### src/rtl/msu_audio_streamer.sv
// MSU-1 PCM track streamer: fetches a track image sector by sector from SD,
// parses the loop point from the 8-byte header and pushes sample words to
// the audio FIFO, with stop, repeat-with-loop and FIFO-level flow control.
module msu_audio_streamer #(
  parameter int SECTOR_WORDS = 256,
  parameter int LBA_W        = 21,
  parameter int USEDW_W      = 12,
  parameter int HIGH_WATER   = 1792,
  parameter int HEADER_WORDS = 4
) (
  input  logic               clk,
  input  logic               reset_n,
  input  logic [31:0]        img_size,
  input  logic               trackmounting,
  input  logic               trig_play,
  input  logic               trig_stop,
  input  logic               repeat_in,
  input  logic [USEDW_W-1:0] audio_fifo_usedw,
  output logic [LBA_W-1:0]   sd_lba,
  output logic               sd_rd,
  input  logic               sd_ack,
  input  logic               sd_buff_wr,
  input  logic [15:0]        sd_buff_dout,
  output logic               pcm_wr,
  output logic [15:0]        pcm_data,
  output logic               audio_play,
  output logic               audio_end,
  output logic [31:0]        loop_index
);

  localparam int SW_LOG2 = $clog2(SECTOR_WORDS);
  localparam logic [31:0] SEC_MASK  = 32'(SECTOR_WORDS - 1);
  localparam logic [31:0] SEC_WORDS = 32'(SECTOR_WORDS);
  localparam logic [31:0] HDR_WORDS = 32'(HEADER_WORDS);
  localparam logic [31:0] MIN_IMG   = 32'(2 * HEADER_WORDS + 2);

  localparam logic [2:0] S_IDLE  = 3'd0;
  localparam logic [2:0] S_REQ   = 3'd1;
  localparam logic [2:0] S_XFER  = 3'd2;
  localparam logic [2:0] S_WAIT  = 3'd3;
  localparam logic [2:0] S_NEXT  = 3'd4;
  localparam logic [2:0] S_DRAIN = 3'd5;

  logic [2:0]  state;
  logic [31:0] word_addr;
  logic [31:0] emit_from;
  logic [31:0] total_words;
  logic        hdr_done;
  logic        rep;

  logic        abort;
  logic        emit;
  logic [33:0] loop_word_full;
  logic [31:0] loop_word;
  logic [31:0] loop_base;
  logic [31:0] sector_end;

  assign sd_lba = word_addr[SW_LOG2+LBA_W-1:SW_LOG2];

  // Loop point, emit gating and next-sector address derived from current state.
  // The loop word is formed 34 bits wide so a huge loop_index cannot wrap
  // around into a small in-range value.
  always_comb begin
    abort          = trig_stop | trackmounting;
    emit           = (word_addr >= emit_from) && (word_addr < total_words) && !abort;
    loop_word_full = 34'(HDR_WORDS) + {1'b0, loop_index, 1'b0};
    loop_word      = (loop_word_full >= {2'b00, total_words}) ? HDR_WORDS
                                                              : loop_word_full[31:0];
    loop_base      = loop_word & ~SEC_MASK;
    sector_end     = (word_addr & ~SEC_MASK) + SEC_WORDS;
  end

  // Playback state machine, word counter, header parser and output registers.
  always_ff @(posedge clk or negedge reset_n) begin
    if (!reset_n) begin
      state       <= S_IDLE;
      word_addr   <= '0;
      emit_from   <= HDR_WORDS;
      total_words <= '0;
      hdr_done    <= 1'b0;
      rep         <= 1'b0;
      sd_rd       <= 1'b0;
      pcm_wr      <= 1'b0;
      pcm_data    <= '0;
      audio_play  <= 1'b0;
      audio_end   <= 1'b0;
      loop_index  <= '0;
    end else begin
      pcm_wr    <= 1'b0;
      audio_end <= 1'b0;
      case (state)
        S_IDLE: begin
          if (trig_play && !abort) begin
            if (img_size < MIN_IMG) begin
              audio_end <= 1'b1;
            end else begin
              word_addr   <= '0;
              emit_from   <= HDR_WORDS;
              hdr_done    <= 1'b0;
              total_words <= img_size >> 1;
              rep         <= repeat_in;
              audio_play  <= 1'b1;
              sd_rd       <= 1'b1;
              state       <= S_REQ;
            end
          end
        end
        S_REQ: begin
          if (sd_ack) sd_rd <= 1'b0;
          if (abort) begin
            audio_play <= 1'b0;
            state      <= S_DRAIN;
          end else if (sd_ack) begin
            state <= S_XFER;
          end
        end
        S_XFER: begin
          if (sd_ack && sd_buff_wr) begin
            word_addr <= word_addr + 32'd1;
            pcm_wr    <= emit;
            pcm_data  <= sd_buff_dout;
            if (!hdr_done) begin
              if (word_addr == 32'd2) loop_index[15:0] <= sd_buff_dout;
              if (word_addr == 32'd3) begin
                loop_index[31:16] <= sd_buff_dout;
                hdr_done          <= 1'b1;
              end
            end
          end
          if (abort) begin
            audio_play <= 1'b0;
            state      <= S_DRAIN;
          end else if (!sd_ack) begin
            if ((word_addr & SEC_MASK) != '0) word_addr <= sector_end;
            state <= S_WAIT;
          end
        end
        S_WAIT: begin
          if (abort) begin
            audio_play <= 1'b0;
            state      <= S_IDLE;
          end else if (32'(audio_fifo_usedw) < 32'(HIGH_WATER)) begin
            state <= S_NEXT;
          end
        end
        S_NEXT: begin
          if (abort) begin
            audio_play <= 1'b0;
            state      <= S_IDLE;
          end else if (word_addr < total_words) begin
            sd_rd <= 1'b1;
            state <= S_REQ;
          end else if (rep) begin
            word_addr <= loop_base;
            emit_from <= loop_word;
            sd_rd     <= 1'b1;
            state     <= S_REQ;
          end else begin
            audio_play <= 1'b0;
            audio_end  <= 1'b1;
            state      <= S_IDLE;
          end
        end
        S_DRAIN: begin
          if (sd_rd) begin
            if (sd_ack) sd_rd <= 1'b0;
          end else if (!sd_ack) begin
            state <= S_IDLE;
          end
        end
        default: state <= S_IDLE;
      endcase
      if (trackmounting) begin
        loop_index <= '0;
        hdr_done   <= 1'b0;
      end
    end
  end

endmodule

### config.mk
export PLATFORM = sky130hd
export DESIGN_NAME = msu_audio_streamer
export DESIGN_NICKNAME = d
export VERILOG_FILES = /design/src/rtl/msu_audio_streamer.sv
export SDC_FILE = /design/constraint.sdc
export NUM_CORES = 1
export LEC_CHECK = 0
export CAP_MARGIN = 20
export CORE_UTILIZATION = 44
export CTS_CLUSTER_DIAMETER = 30
export DETAILED_ROUTE_END_ITERATION = 6
export PLACE_DENSITY = 0.67
export SYNTH_ARGS = -nofsm -noshare
export SYNTH_HDL_FRONTEND = slang
export SYNTH_SLANG_ARGS = --single-unit
### constraint.sdc
create_clock -name clk -period 3.65 [get_ports clk]
set_input_delay 0.5475 -clock clk [delete_from_list [all_inputs] [get_ports clk]]
set_output_delay 0.5475 -clock clk [all_outputs]
set_load 0.01 [all_outputs]
# Yosys cells after proc, flatten, opt, wreduce, memory -nomap -nowiden
# Cells that the tools add are included.
# totals
ff_bits,152
input_bits,68
output_inout_bits,73
wordCells,142
# op_classes
addsub,3
n_lt_le_gt_ge,5
eq_ne,26
mux,66
n_bitwise,2
reduce_logical,27
# ops
operator,count
$mux W32,19
$pmux W32 S3,1
$eq A32 B2 Y1 const B,2
$pmux W32 S2,1
$add A3 B33 Y34 const A,1
$ge A34 B31 Y1,1
$add A32 B1 Y32 const B,1
$add A32 B9 Y32 const B,1
$ge A32 B32 Y1,1
$lt A32 B31 Y1,1
$lt A32 B4 Y1 const B,1
$mux W16,2
$reduce_bool A32 Y1,1
$mux W3,10
$mux W1,28
$ne A3 B3 Y1 const B,9
$reduce_and A6 Y1,4
$ne A2 B2 Y1 const B,9
$pmux W3 S6,1
$lt A12 B11 Y1 const B,1
$reduce_and A4 Y1,3
$reduce_bool A2 Y1,5
$reduce_bool A3 Y1,3
$reduce_and A7 Y1,1
16 further kinds,22

# Longest topological paths before layout
# depth
word_depth,7
ltp_mapped,17
depth_no_buf,15

# Worst setup path after synthesis
# No wires, ideal clock.
# synth_path
path_kind,register -> register
start,reg loop_index[6]
end,reg word_addr[30]
setup_ps,76
arrival_time_ps,3382
t_required_ps,3574
path_slack_ps,192
stages_incl_launch_ff,17
n_path_buf,2
synth_period_minus_slack_ps,3458
cell_sequence,dfrtp_1 and4_1 buf_4 nand4bb_4 nor2_1 and3_1 xor2_1 ha_1 a21o_1 a21o_1 a21oi_1 o21ai_0 a22o_1 or2_2 buf_4 o32a_1 o21ai_1
# synth_via
elab_chain_cells,7
# synth_lines
item,line_no,text
from (decl),28,output logic [31:0] loop_index
from (signal assigned),123,if (word_addr == 32'd2) loop_index[15:0] <= sd_buff_dout;
$add A3 B33 Y34 (*),66,"loop_word_full = 34'(HDR_WORDS) + {1'b0, loop_index, 1'b0};"
$ge A34 B31 Y1,67,"loop_word = (loop_word_full >= {2'b00, total_words}) ? HDR_WORDS"
$mux W32 (*),67,
$mux W32 (*),153,end else if (rep) begin
$mux W32 (*),150,end else if (word_addr < total_words) begin
$mux W32 (*),147,if (abort) begin
$pmux W32 S3 (*),91,case (state)
to (signal assigned),119,word_addr <= word_addr + 32'd1;
to (signal assigned),134,if ((word_addr & SEC_MASK) != '0) word_addr <= sector_end;
to (signal assigned),154,word_addr <= loop_base;
to (decl),45,logic [31:0] word_addr;
# Mark *: on every way between the ends. The rest lies on a longest branch, timed or not. The select of a mux whose other input is x is not followed.
# A chain may end at the register's enable or synchronous reset.

# Final worst setup path
# layout_path
start,reg loop_index[2]
end,reg word_addr[24]
# The elaborated chain is that of the path after synthesis.

==> impl_metrics.env <==
export IMPL_status="finished, final reports clean"
export IMPL_synth_main_ff_cell="dfrtp_1"
export IMPL_timing_rr_end="word_addr[24]$_DFFE_PN0P_"
export IMPL_die_w_um=151
export IMPL_placed_area_mm2=0.0117
export IMPL_cts_root_buf="clkbuf_16"
export IMPL_synthArstFlopShare_pct=100
export IMPL_instances_no_fill=1581
export IMPL_fin_crit_sh_pct=94.4
export IMPL_dpl_hpwl_um=22500
export IMPL_cts_buffer_depth=2
export IMPL_slowest_delay_ns=0.38
export IMPL_crit_required_ns=4.00
export IMPL_ys_seq_area_share_pct=38.7
export IMPL_syn_cell_area_mm2=0.00978
export IMPL_worst_setup_path_type="flip-flop to flip-flop"
export IMPL_fp_dieH_um=151
export IMPL_core_rowCount=54
export IMPL_seqCellArea_mm2=0.00378
export IMPL_io_pins=141
export IMPL_peakVddDrop_mv=0.278
export IMPL_path_depth=17
export IMPL_critPathTopFamily="simple AND/OR/NAND/NOR gates"
export IMPL_clkTransAtPathRegs_ns=0.07
export IMPL_grt_pass1_vias=8437
export IMPL_leakagePower_nw=5.70
export IMPL_tns_ns=0
export IMPL_crit_path_max_fanout=8
export IMPL_dr_first_iter_drc_count=771
export IMPL_min_path_type="input port to asynchronous set/reset pin"
export IMPL_min_period_ns=3.45
export IMPL_cp_arrival_ns=3.80
export IMPL_critical_path_most_common_cell="nand3_2"
export IMPL_cts_buffers=17
export IMPL_clock_sinks=151
export IMPL_routedWlPerCell_um=18.8
export IMPL_final_nets=1453
export IMPL_remaining_drc_errors=0
export IMPL_r2r_start="loop_index[2]$_DFFE_PN0P_"
export IMPL_core_mm2=0.0218
export IMPL_grt_overflow=0
export IMPL_endpoint_kind="flip-flop"
export IMPL_multi_input_area_mm2=0.00541
export IMPL_rr_worst_depth=17
export IMPL_drive_gt1_share_pct=12.0
export IMPL_start_util_pct=44.8
export IMPL_wl_um=29700
export IMPL_grt_max_degree=84
export IMPL_grtUsageTotal_pct=26.7
export IMPL_hold_viol_final=0
export IMPL_io_buffers=131
export IMPL_max_freq_ghz=0.290
export IMPL_path_cells="ha_1 > and4_4 > nand3_2 > or3_4 > nor2_4 > xnor2_2 > inv_1 > ha_1 > nand3_2 > nor2_1 > nor4_2 > nand3_2 > nor2_4 > buf_12 > buf_4 > a21oi_1 > o21ai_0"
export IMPL_htreeDepth=4
export IMPL_setup_ws_ns=0.203
export IMPL_slew_limit_headroom_pct=45.6
export IMPL_syn2layout_area_growth_pct=27.0
export IMPL_viasPerCell=5.72
export IMPL_syn_inst=1121
export IMPL_ys_warn_count=0
export IMPL_dp_slack_ns=-0.0917
export IMPL_synth_seq_cells=151
export IMPL_place_inst=1541
export IMPL_worst_pin_slew_ns=0.815
export IMPL_vias=9050
export IMPL_fill_cells=1947
export IMPL_finalSetupViolations=0
export IMPL_rrSetupSlack_ns=0.20
export IMPL_clkLatencyLatePin_ns=0.44
export IMPL_synth_fp_nets=1286
export IMPL_grt_pass1_wl_um=46000
export IMPL_place_gp_congestion=0.956
export IMPL_ant_nets=0
export IMPL_p_per_area_mw_per_mm2=472
export IMPL_critical_path_startpoint_type="flip-flop"
export IMPL_final_area_mm2=0.0124
export IMPL_antenna_found_initial=0
export IMPL_max_cap_violations=0
export IMPL_ys_types=72
export IMPL_fin_skew_ns=0.0180
export IMPL_avgSynthCellArea_um2=8.72
export IMPL_first_pass_iters=5
export IMPL_cp_num_buf_inv=3
export IMPL_die_area_mm2=0.0228
export IMPL_drv_slew=0
export IMPL_synth_edff_count=0
export IMPL_slowest_stage="dfrtp_1"
export IMPL_num_antenna_cells=0
export IMPL_cts_tree="built"
-- cells in the mapped netlist (all sizes together) (2+ instances only) --
master / number / area (um2)
o211ai: 5 / 51.3
mux2i: 2 / 20.0
o31ai: 12 / 90.1
a211oi: 4 / 30.0
buf: 44 / 298
nor4: 25 / 193
xnor2: 17 / 149
a21o: 13 / 97.6
a31oi: 12 / 81.3
and3: 11 / 73.8
and4: 3 / 26.3
nor2: 51 / 204
nand3: 39 / 205
and2b: 2 / 17.5
dfrtp: 150 / 3750
o2bb2ai: 2 / 17.5
nand3b: 2 / 15.0
clkbuf: 21 / 83.8
nand2b: 2 / 12.5
o21ai: 132 / 661
nand2: 185 / 694
or3: 3 / 18.8
o22ai: 4 / 25.0
nor3b: 3 / 22.5
ha: 97 / 1210
a22oi: 4 / 30.0
xor2: 11 / 96.3
nand4: 25 / 156
a21oi: 51 / 255
or2: 2 / 12.5
o31a: 2 / 18.8
inv: 81 / 304
and2: 10 / 63.8
nor2b: 6 / 37.5
a221oi: 2 / 17.5
nor3: 23 / 115
a32oi: 5 / 43.8
a22o: 39 / 342
o21a: 2 / 15.0
-- worst max path at each step --
| stage | startpoint | to | slack, ns |
|---|---|---|---|
| after floorplan | loop_index[6]$_DFFE_PN0P_ | word_addr[30]$_DFFE_PN0P_ | 0.19 |
| after global placement | loop_index[2]$_DFFE_PN0P_ | word_addr[29]$_DFFE_PN0P_ | 0.03 |
| after detailed placement | loop_index[2]$_DFFE_PN0P_ | word_addr[28]$_DFFE_PN0P_ | -0.09 |
| after CTS | loop_index[2]$_DFFE_PN0P_ | word_addr[16]$_DFFE_PN0P_ | 0.01 |
| after global routing | loop_index[2]$_DFFE_PN0P_ | word_addr[20]$_DFFE_PN0P_ | -0.02 |
| final | loop_index[2]$_DFFE_PN0P_ | word_addr[24]$_DFFE_PN0P_ | 0.20 |
-- per-layer routing --
| layer | up-vias | GRT usage (%) | part of all wire, % |
|---|---|---|---|
| met4 | 0 | 9.60 | 2.6 |
| met5 | - | 0 | 0 |
| li1 | 4328 | - | - |
| met3 | 58 | 4.58 | 6.6 |
| met2 | 340 | 43.1 | 48 |
| met1 | 4324 | 36.1 | 43 |
-- cell usage in the layout, fill, tap and decap left out, types with 3 or more instances in the layout --
cell type	Yosys	routed
a21oi_1	51	50
nor2_4	1	4
o31ai_1	12	12
a21o_1	13	13
o21ai_0	128	124
inv_1	81	81
a31oi_1	11	11
a22oi_1	4	4
buf_4	26	77
a22o_1	39	38
dfrtp_1	150	148
clkbuf_16	0	17
nor3_1	23	22
nor2b_1	6	5
nand3_1	37	34
nor2_1	48	46
a32oi_1	5	5
o22ai_1	4	4
inv_8	0	6
clkdlybuf4s50_1	0	130
o21ai_1	4	8
xor2_1	11	10
nand2_1	185	185
ha_1	97	97
buf_12	0	4
nand4_1	25	25
nand3_2	2	5
xnor2_1	17	15
a211oi_1	4	4
and3_1	10	10
and2_1	9	9
nor4_1	22	20
nor4_2	1	3
o211ai_1	4	4
inv_6	0	4
-- per-stage QoR --
stage / hold WS [ns] / util, % / power, mW
detailed placement: 0.461 / 53.4 / 4.07
floorplan: 0.252 / - / 3.29
CTS: 0.204 / 56.2 / 5.85
global route: 0.216 / 56.9 / 6.23
finish: 0.182 / 56.9 / 5.86
global placement: 0.459 / 53.4 / 4.01
-- state kept, by name (all words and copies together), names as in the netlist --
name         count
rep              1
pcm_data        16
word_addr       32
hdr_done         1
audio_play       1
audio_end        1
pcm_wr           1
state            3
sd_rd            1
total_words     31
loop_index      32
emit_from       31
-- layout make-up --
type | count | area share (%)
Timing Repair Buffer | 213 | 16.0
Clock inverter | 15 | 1.26
Inverter | 82 | 2.48
Sequential cell | 151 | 30.5
Tap cell | 280 | 2.82
Multi-Input combinational cell | 823 | 43.6
Clock buffer | 17 | 3.43
-- repair_timing --
action | 4_1_cts | 5_1_grt
resized for setup | 5 | 25
hold buffers | 0 | 0
endpoints found under the setup margin | 42 | 53
setup buffers | 2 | 6
pin swaps | 1 | 9
endpoints found under the hold margin | 0 | 0
gates cloned | 0 | 0
-- power by group --
part / total (mW) / switching (mW) / internal (mW)
registers: 2.16 / 0.202 / 1.96
clock network: 1.75 / 0.832 / 0.916
logic: 1.95 / 1.15 / 0.797
total: 5.86 / 2.19 / 3.67
-- logic make-up after synthesis --
group | share of synthesized area (%)
flops | 38.7
simple gates | 19.6
mux | 0.320
compound gates | 19.5
buf+inv | 7.05
fa+ha+maj | 12.4
xor+xnor | 2.51
No activity file was read; power rests on OpenSTA's default activity.
